===== config.mk =====
export PLATFORM = sky130hd
export DESIGN_NAME = hex_dump_tx
export DESIGN_NICKNAME = d
export VERILOG_FILES = /design/src/rtl/hex_dump_pkg.sv /design/src/rtl/hex_dump_tx_nibble_to_ascii.sv /design/src/rtl/hex_dump_tx.sv
export SDC_FILE = /design/constraint.sdc
export NUM_CORES = 1
export LEC_CHECK = 0
export ABC_AREA = 1
export CAP_MARGIN = 20
export CORE_ASPECT_RATIO = 0.75
export CORE_UTILIZATION = 35
export DETAILED_ROUTE_END_ITERATION = 8
export PLACE_DENSITY_LB_ADDON = 0.12
export SLEW_MARGIN = 15
export SYNTH_ARGS = -nofsm -noshare
export SYNTH_HDL_FRONTEND = slang
export SYNTH_SLANG_ARGS = --single-unit

===== constraint.sdc =====
create_clock -name clk_60mhz -period 2.8 [get_ports clk_60mhz]
set_input_delay 0.84 -clock clk_60mhz [delete_from_list [all_inputs] [get_ports clk_60mhz]]
set_output_delay 0.84 -clock clk_60mhz [all_outputs]
set_load 0.02 [all_outputs]

===== src/rtl/hex_dump_pkg.sv =====
// Shared types, ASCII constants and small helpers for the hex_dump_tx block.
package hex_dump_pkg;

    // Frame sequencer states.
    typedef enum logic [1:0] {
        ST_IDLE      = 2'd0,
        ST_SEND      = 2'd1,
        ST_WAIT_ACK  = 2'd2,
        ST_WAIT_DONE = 2'd3
    } state_t;

    // ASCII code points used when building a frame.
    localparam logic [7:0] ASCII_CR = 8'h0D;
    localparam logic [7:0] ASCII_LF = 8'h0A;
    localparam logic [7:0] ASCII_0  = 8'h30;
    localparam logic [7:0] ASCII_UA = 8'h41;
    localparam logic [7:0] ASCII_LA = 8'h61;

    // Character index width: enough for the six digits plus CR and LF.
    localparam int IDX_W = 3;

    // Index of the final character of a frame (CR LF adds two characters).
    function automatic logic [IDX_W-1:0] frame_last(input logic send_crlf);
        logic [IDX_W-1:0] last_s;
        if (send_crlf) begin
            last_s = 3'd7;
        end else begin
            last_s = 3'd5;
        end
        return last_s;
    endfunction

    // Selects the display digit for a character position, leftmost digit first.
    // Positions beyond the six digits return zero; they are replaced by CR/LF.
    function automatic logic [3:0] pick_nibble(input logic [23:0] value,
                                               input logic [IDX_W-1:0] idx);
        logic [3:0] nib_s;
        case (idx)
            3'd0:    nib_s = value[23:20];
            3'd1:    nib_s = value[19:16];
            3'd2:    nib_s = value[15:12];
            3'd3:    nib_s = value[11:8];
            3'd4:    nib_s = value[7:4];
            3'd5:    nib_s = value[3:0];
            default: nib_s = 4'h0;
        endcase
        return nib_s;
    endfunction

endpackage


===== src/rtl/hex_dump_tx_nibble_to_ascii.sv =====
// Combinational hex-digit to ASCII converter; letter case fixed at elaboration.
module nibble_to_ascii
    import hex_dump_pkg::*;
#(
    parameter int LOWER_CASE = 0
) (
    input  logic [3:0] nibble,
    output logic [7:0] ascii
);

    // Base letter for digits A-F, chosen once by the parameter.
    localparam logic [7:0] LETTER_BASE = (LOWER_CASE != 0) ? ASCII_LA : ASCII_UA;

    // Map 0-9 onto '0'..'9' and 10-15 onto the selected 'A'..'F' range.
    always_comb begin
        ascii = ASCII_0;
        if (nibble < 4'd10) begin
            ascii = ASCII_0 + {4'h0, nibble};
        end else begin
            ascii = LETTER_BASE + ({4'h0, nibble} - 8'd10);
        end
    end

endmodule


===== src/rtl/hex_dump_tx.sv =====
// Snapshots the six-digit display value on a start pulse and streams it to
// uart_tx as ASCII text, most significant digit first, optionally ending in
// CR LF. Each character waits for a free line, strobes tx_en for one cycle,
// then waits for uart_tx to acknowledge (tx_busy high) and finish (tx_busy low).
module hex_dump_tx
    import hex_dump_pkg::*;
#(
    parameter int BUSY_TIMEOUT = 1024,
    parameter int LOWER_CASE   = 0,
    parameter int SEND_CRLF    = 1
) (
    input  logic        clk_60mhz,
    input  logic        rst,
    input  logic        start,
    input  logic [23:0] hex_in,
    input  logic        tx_busy,
    output logic        tx_en,
    output logic [7:0]  tx_data,
    output logic        busy,
    output logic        done,
    output logic        timeout_err
);

    // Acknowledge counter sized to hold BUSY_TIMEOUT-1; never narrower than 1 bit.
    localparam int CNT_W = (BUSY_TIMEOUT > 1) ? $clog2(BUSY_TIMEOUT) : 1;
    localparam logic [CNT_W-1:0] CNT_LAST = CNT_W'(BUSY_TIMEOUT - 32'sd1);
    localparam logic [CNT_W-1:0] CNT_ONE  = CNT_W'(1'b1);
    localparam logic [IDX_W-1:0] LAST_IDX = frame_last(SEND_CRLF != 0);

    // State and datapath registers.
    state_t             state_r;
    logic [23:0]        snapshot_r;
    logic [IDX_W-1:0]   idx_r;
    logic [CNT_W-1:0]   cnt_r;
    logic               tx_en_r;
    logic [7:0]         tx_data_r;
    logic               busy_r;
    logic               done_r;
    logic               timeout_err_r;

    // Next-state values.
    state_t             state_s;
    logic [23:0]        snapshot_s;
    logic [IDX_W-1:0]   idx_s;
    logic [CNT_W-1:0]   cnt_s;
    logic               tx_en_s;
    logic [7:0]         tx_data_s;
    logic               busy_s;
    logic               done_s;
    logic               timeout_err_s;

    // Character for the current index.
    logic [3:0]         nibble_s;
    logic [7:0]         digit_ascii_s;
    logic [7:0]         char_s;

    assign nibble_s = pick_nibble(snapshot_r, idx_r);

    nibble_to_ascii #(
        .LOWER_CASE (LOWER_CASE)
    ) u_nibble_to_ascii (
        .nibble (nibble_s),
        .ascii  (digit_ascii_s)
    );

    // Positions 6 and 7 carry the line terminator; all others are digits.
    always_comb begin
        char_s = digit_ascii_s;
        case (idx_r)
            3'd6:    char_s = ASCII_CR;
            3'd7:    char_s = ASCII_LF;
            default: char_s = digit_ascii_s;
        endcase
    end

    // Next-state and output decode; strobes default low so each lasts one cycle.
    always_comb begin
        state_s       = state_r;
        snapshot_s    = snapshot_r;
        idx_s         = idx_r;
        cnt_s         = cnt_r;
        tx_en_s       = 1'b0;
        tx_data_s     = tx_data_r;
        busy_s        = busy_r;
        done_s        = 1'b0;
        timeout_err_s = 1'b0;

        case (state_r)
            ST_IDLE: begin
                if (start) begin
                    snapshot_s = hex_in;
                    idx_s      = {IDX_W{1'b0}};
                    busy_s     = 1'b1;
                    state_s    = ST_SEND;
                end else begin
                    busy_s     = 1'b0;
                end
            end

            ST_SEND: begin
                // Hold off while the line is still occupied by a previous byte.
                if (!tx_busy) begin
                    tx_data_s = char_s;
                    tx_en_s   = 1'b1;
                    cnt_s     = {CNT_W{1'b0}};
                    state_s   = ST_WAIT_ACK;
                end else begin
                    tx_en_s   = 1'b0;
                end
            end

            ST_WAIT_ACK: begin
                if (tx_busy) begin
                    state_s = ST_WAIT_DONE;
                end else if (cnt_r == CNT_LAST) begin
                    // uart_tx never took the byte: abandon the whole frame.
                    timeout_err_s = 1'b1;
                    busy_s        = 1'b0;
                    state_s       = ST_IDLE;
                end else begin
                    // cnt_r stays at or below CNT_LAST, so it cannot wrap.
                    cnt_s = cnt_r + CNT_ONE;
                end
            end

            ST_WAIT_DONE: begin
                if (!tx_busy) begin
                    if (idx_r == LAST_IDX) begin
                        done_s  = 1'b1;
                        busy_s  = 1'b0;
                        state_s = ST_IDLE;
                    end else begin
                        idx_s   = idx_r + 3'd1;
                        state_s = ST_SEND;
                    end
                end else begin
                    state_s = ST_WAIT_DONE;
                end
            end

            default: begin
                busy_s  = 1'b0;
                state_s = ST_IDLE;
            end
        endcase
    end

    // State and output registers with synchronous reset.
    always_ff @(posedge clk_60mhz) begin
        if (rst) begin
            state_r       <= ST_IDLE;
            snapshot_r    <= 24'h000000;
            idx_r         <= {IDX_W{1'b0}};
            cnt_r         <= {CNT_W{1'b0}};
            tx_en_r       <= 1'b0;
            tx_data_r     <= 8'h00;
            busy_r        <= 1'b0;
            done_r        <= 1'b0;
            timeout_err_r <= 1'b0;
        end else begin
            state_r       <= state_s;
            snapshot_r    <= snapshot_s;
            idx_r         <= idx_s;
            cnt_r         <= cnt_s;
            tx_en_r       <= tx_en_s;
            tx_data_r     <= tx_data_s;
            busy_r        <= busy_s;
            done_r        <= done_s;
            timeout_err_r <= timeout_err_s;
        end
    end

    assign tx_en       = tx_en_r;
    assign tx_data     = tx_data_r;
    assign busy        = busy_r;
    assign done        = done_r;
    assign timeout_err = timeout_err_r;

endmodule


==> results.json <==
{
  "final_nets": 431,
  "synth_compound_area_share_pct": 13.4,
  "critPathKind": "flop to flop",
  "fmax_mhz": 402,
  "via_count": 2312,
  "synth_xor_xnor_area_share_pct": 0.702,
  "peakVddDrop_v": 0.000258,
  "hold_class": "flop to flop",
  "post-place-ws_ns": 0.360,
  "ant_nets": 0,
  "cts_root_buf": "clkbuf_8",
  "grt_pass1_wl_um": 9760,
  "drt_first_iter_violations": 128,
  "die_area_um2": 7470,
  "start_util_pct": 36.3,
  "yosys_warnings": 0,
  "cts_tree": "yes",
  "crit_path_end": "tx_data[4]$_SDFFE_PP0P_",
  "place_hpwl_um": 4330,
  "synthSimpleGateAreaFrac_pct": 32.2,
  "antenna_found_initial": 0,
  "synthAdderAreaFrac_pct": 5.02,
  "worst_slack_ns": 0.312,
  "port_buffers": 38,
  "endpoint_kind": "flop",
  "yosys.area.top_type": "dfxtp_1",
  "leakagePower_nw": 1.35,
  "r2r_setup_slack_ns": 0.31,
  "rr_startpoint": "idx_r[2]$_SDFFE_PP0P_",
  "yosysSeqAreaShare_pct": 40.1,
  "skew_ns": 0.0108,
  "total_power_mw": 1.78,
  "synth_edf_count": 0,
  "drt-total-wl_um": 5740,
  "viasPerCell": 4.70,
  "rows": 26,
  "ioPinCount": 40,
  "cts_hold_buf": 0,
  "cp-start-kind": "flop",
  "die_h_um": 75.1,
  "finalCriticalPeriod_ns": 2.49,
  "gp_congestion": 0.833,
  "grt_overflow": 0,
  "post_drt_wl_per_cell_um": 11.7,
  "ctsResizeCount": 0,
  "ys_types": 30,
  "syn_area_um2": 2490,
  "finalSetupViolCount": 0,
  "ctsHtreeMaxLevel": 2,
  "yosys-top-cells-count": "nor2_1, nand2_1, dfxtp_1, o21ai_0",
  "muxShareOfSynthArea_pct": 0,
  "whs_ns": 0.455,
  "cts.sinks": 50,
  "nFillCells": 717,
  "multi_input_area_um2": 1280,
  "synth_top_cell_area_share_pct": 40.1,
  "p_per_area_nw_per_um2": 580,
  "clock_latency_ns": 0.31,
  "grt_pass1_vias": 2016,
  "n_antenna_cell": 0,
  "grt_max_degree": 32,
  "cap_violations": 0,
  "layout-drive-gt1-share_pct": 5.84,
  "finish.utilization_pct": 44.8,
  "synth_top_family_by_area": "simple AND/OR/NAND/NOR gates",
  "syn-num-nets": 398,
  "r2r.worst_path.cells": 16,
  "syn2layout_area_growth_pct": 23.3,
  "required_ns": 3.01,
  "seq_area_um2": 1000,
  "grt_use_total_pct": 16.6,
  "setup_tns_ns": 0,
  "cts_setup_buffers": 0,
  "ys_ff_latch": 50,
  "synth_area_per_cell_um2": 6.93,
  "synthTopCellsByArea": "dfxtp_1, nor2_1, nand2_1, o21ai_0, nand3_1",
  "setup.worst_path.start": "idx_r[2]$_SDFFE_PP0P_",
  "r2r_end": "tx_data[4]$_SDFFE_PP0P_",
  "async_reset_ff_share_pct": 0,
  "rsz0062_at_grt": "no",
  "core_um2": 6860,
  "syn_inst": 360,
  "numCtsBuffers": 5,
  "die-width_um": 99.5,
  "synth_flop_cell": "dfxtp_1",
  "drc": 0,
  "clockBufferDepth": 2,
  "drv_slew": 0,
  "status": "complete, no violations",
  "worstPathMaxFanout": 14,
  "critPathArrivalTime_ns": 2.70,
  "dr.pass1.iters": 4,
  "clk_pin_slew_worst_paths_ns": 0.10,
  "yosysMostFrequentCell": "nor2_1",
  "period_share_pct": 88.9,
  "hold_violations": 0
}
metrics by stage:
step	instances	area [µm²]
after detailed placement	484	2940
after CTS	492	3070
after global routing	492	3070
after global placement	484	2940
after floorplan	360	2490
final	492	3070
cells in the final DEF, fill, tap and decap left out:
master and n:
nor2_1 75, nand2_1 58, dfxtp_1 50, clkdlybuf4s50_1 38, o21ai_0 36, nand3_1 31
inv_1 31, a21oi_1 21, ha_1 10, nor3_1 5, clkbuf_8 5, nand4_1 4
inv_2 3, nand3_2 3, buf_4 3, o21ai_1 2, nand2_2 2, nand3b_1 2
xor2_1 2, a211oi_1 2, bufinv_16 2, nor3_4 1, nor2_2 1, nand2_4 1
a31o_2 1, nor4_1 1, a31oi_1 1, o311ai_0 1, conb_1 1, clkinv_4 1
kinds of logic (layout without fill, tap and decap cells):
group                    after synthesis  after routing
adder cells (fa/ha/maj)               10             10
flip-flops                            50             50
AND/OR/NAND/NOR                      184            184
XOR/XNOR                               2              2
other                                  1              1
AO/OA/AOI/OAI                         64             64
buffers and inverters                 49             83
worst max-delay path, stage by stage, from the launching register on:
cell     delay (ns)
dfxtp_1        0.57
inv_2          0.19
ha_1           0.28
nand2_1        0.08
nand2_1        0.07
inv_1          0.06
nand2_1        0.04
nor2_1         0.18
nand2_1        0.11
ha_1           0.32
nand2_1        0.05
nor2_1         0.13
inv_1          0.06
nand2_1        0.08
nand3_1        0.07
nand2_1        0.07
nand2_1        0.04
power breakdown:
part | internal (mW) | switching [mW]
registers | 0.767 | 0.0418
logic | 0.148 | 0.223
clock network | 0.358 | 0.245
total | 1.27 | 0.510
per-layer routing:
metal / vias to the layer above / track usage, % / part of all wire [%]
met3: 8 / 3.25 / 4.7
met2: 54 / 22.5 / 36
li1: 1234 / - / -
met4: 0 / 3.92 / 0.84
met1: 1016 / 26.2 / 58
met5: - / 0 / 0
layout make-up:
cell class	instances	share of cell area [%]
clock buffer	5	2.24
clock inverter	3	2.24
inverter	34	4.15
multi-input combinational	261	41.7
sequential	50	32.6
tap	98	3.99
timing repair buffer	41	13.1
worst min path at each step:
| stage | start | to | slack [ns] | cells past startpoint |
|---|---|---|---|---|
| detailed placement | tx_data[5]$_SDFFE_PP0P_ | tx_data[5]$_SDFFE_PP0P_ | 0.44 | 2 |
| global placement | tx_data[6]$_SDFFE_PP0P_ | tx_data[6]$_SDFFE_PP0P_ | 0.45 | 2 |
| finish | tx_data[5]$_SDFFE_PP0P_ | tx_data[5]$_SDFFE_PP0P_ | 0.46 | 2 |
| CTS | tx_data[5]$_SDFFE_PP0P_ | tx_data[5]$_SDFFE_PP0P_ | 0.46 | 2 |
| floorplan | snapshot_r[17]$_SDFFE_PP0P_ | snapshot_r[17]$_SDFFE_PP0P_ | 0.43 | 2 |
| global route | tx_data[5]$_SDFFE_PP0P_ | tx_data[5]$_SDFFE_PP0P_ | 0.47 | 2 |
flip-flops by register name, indices dropped and copies added (netlist names):
| name | count |
|---|---|
| idx_r | 3 |
| cnt_r | 10 |
| state_r | 2 |
| busy | 1 |
| tx_en | 1 |
| done | 1 |
| timeout_err | 1 |
| tx_data | 7 |
| snapshot_r | 24 |
Power figures use the tool's default switching activity.
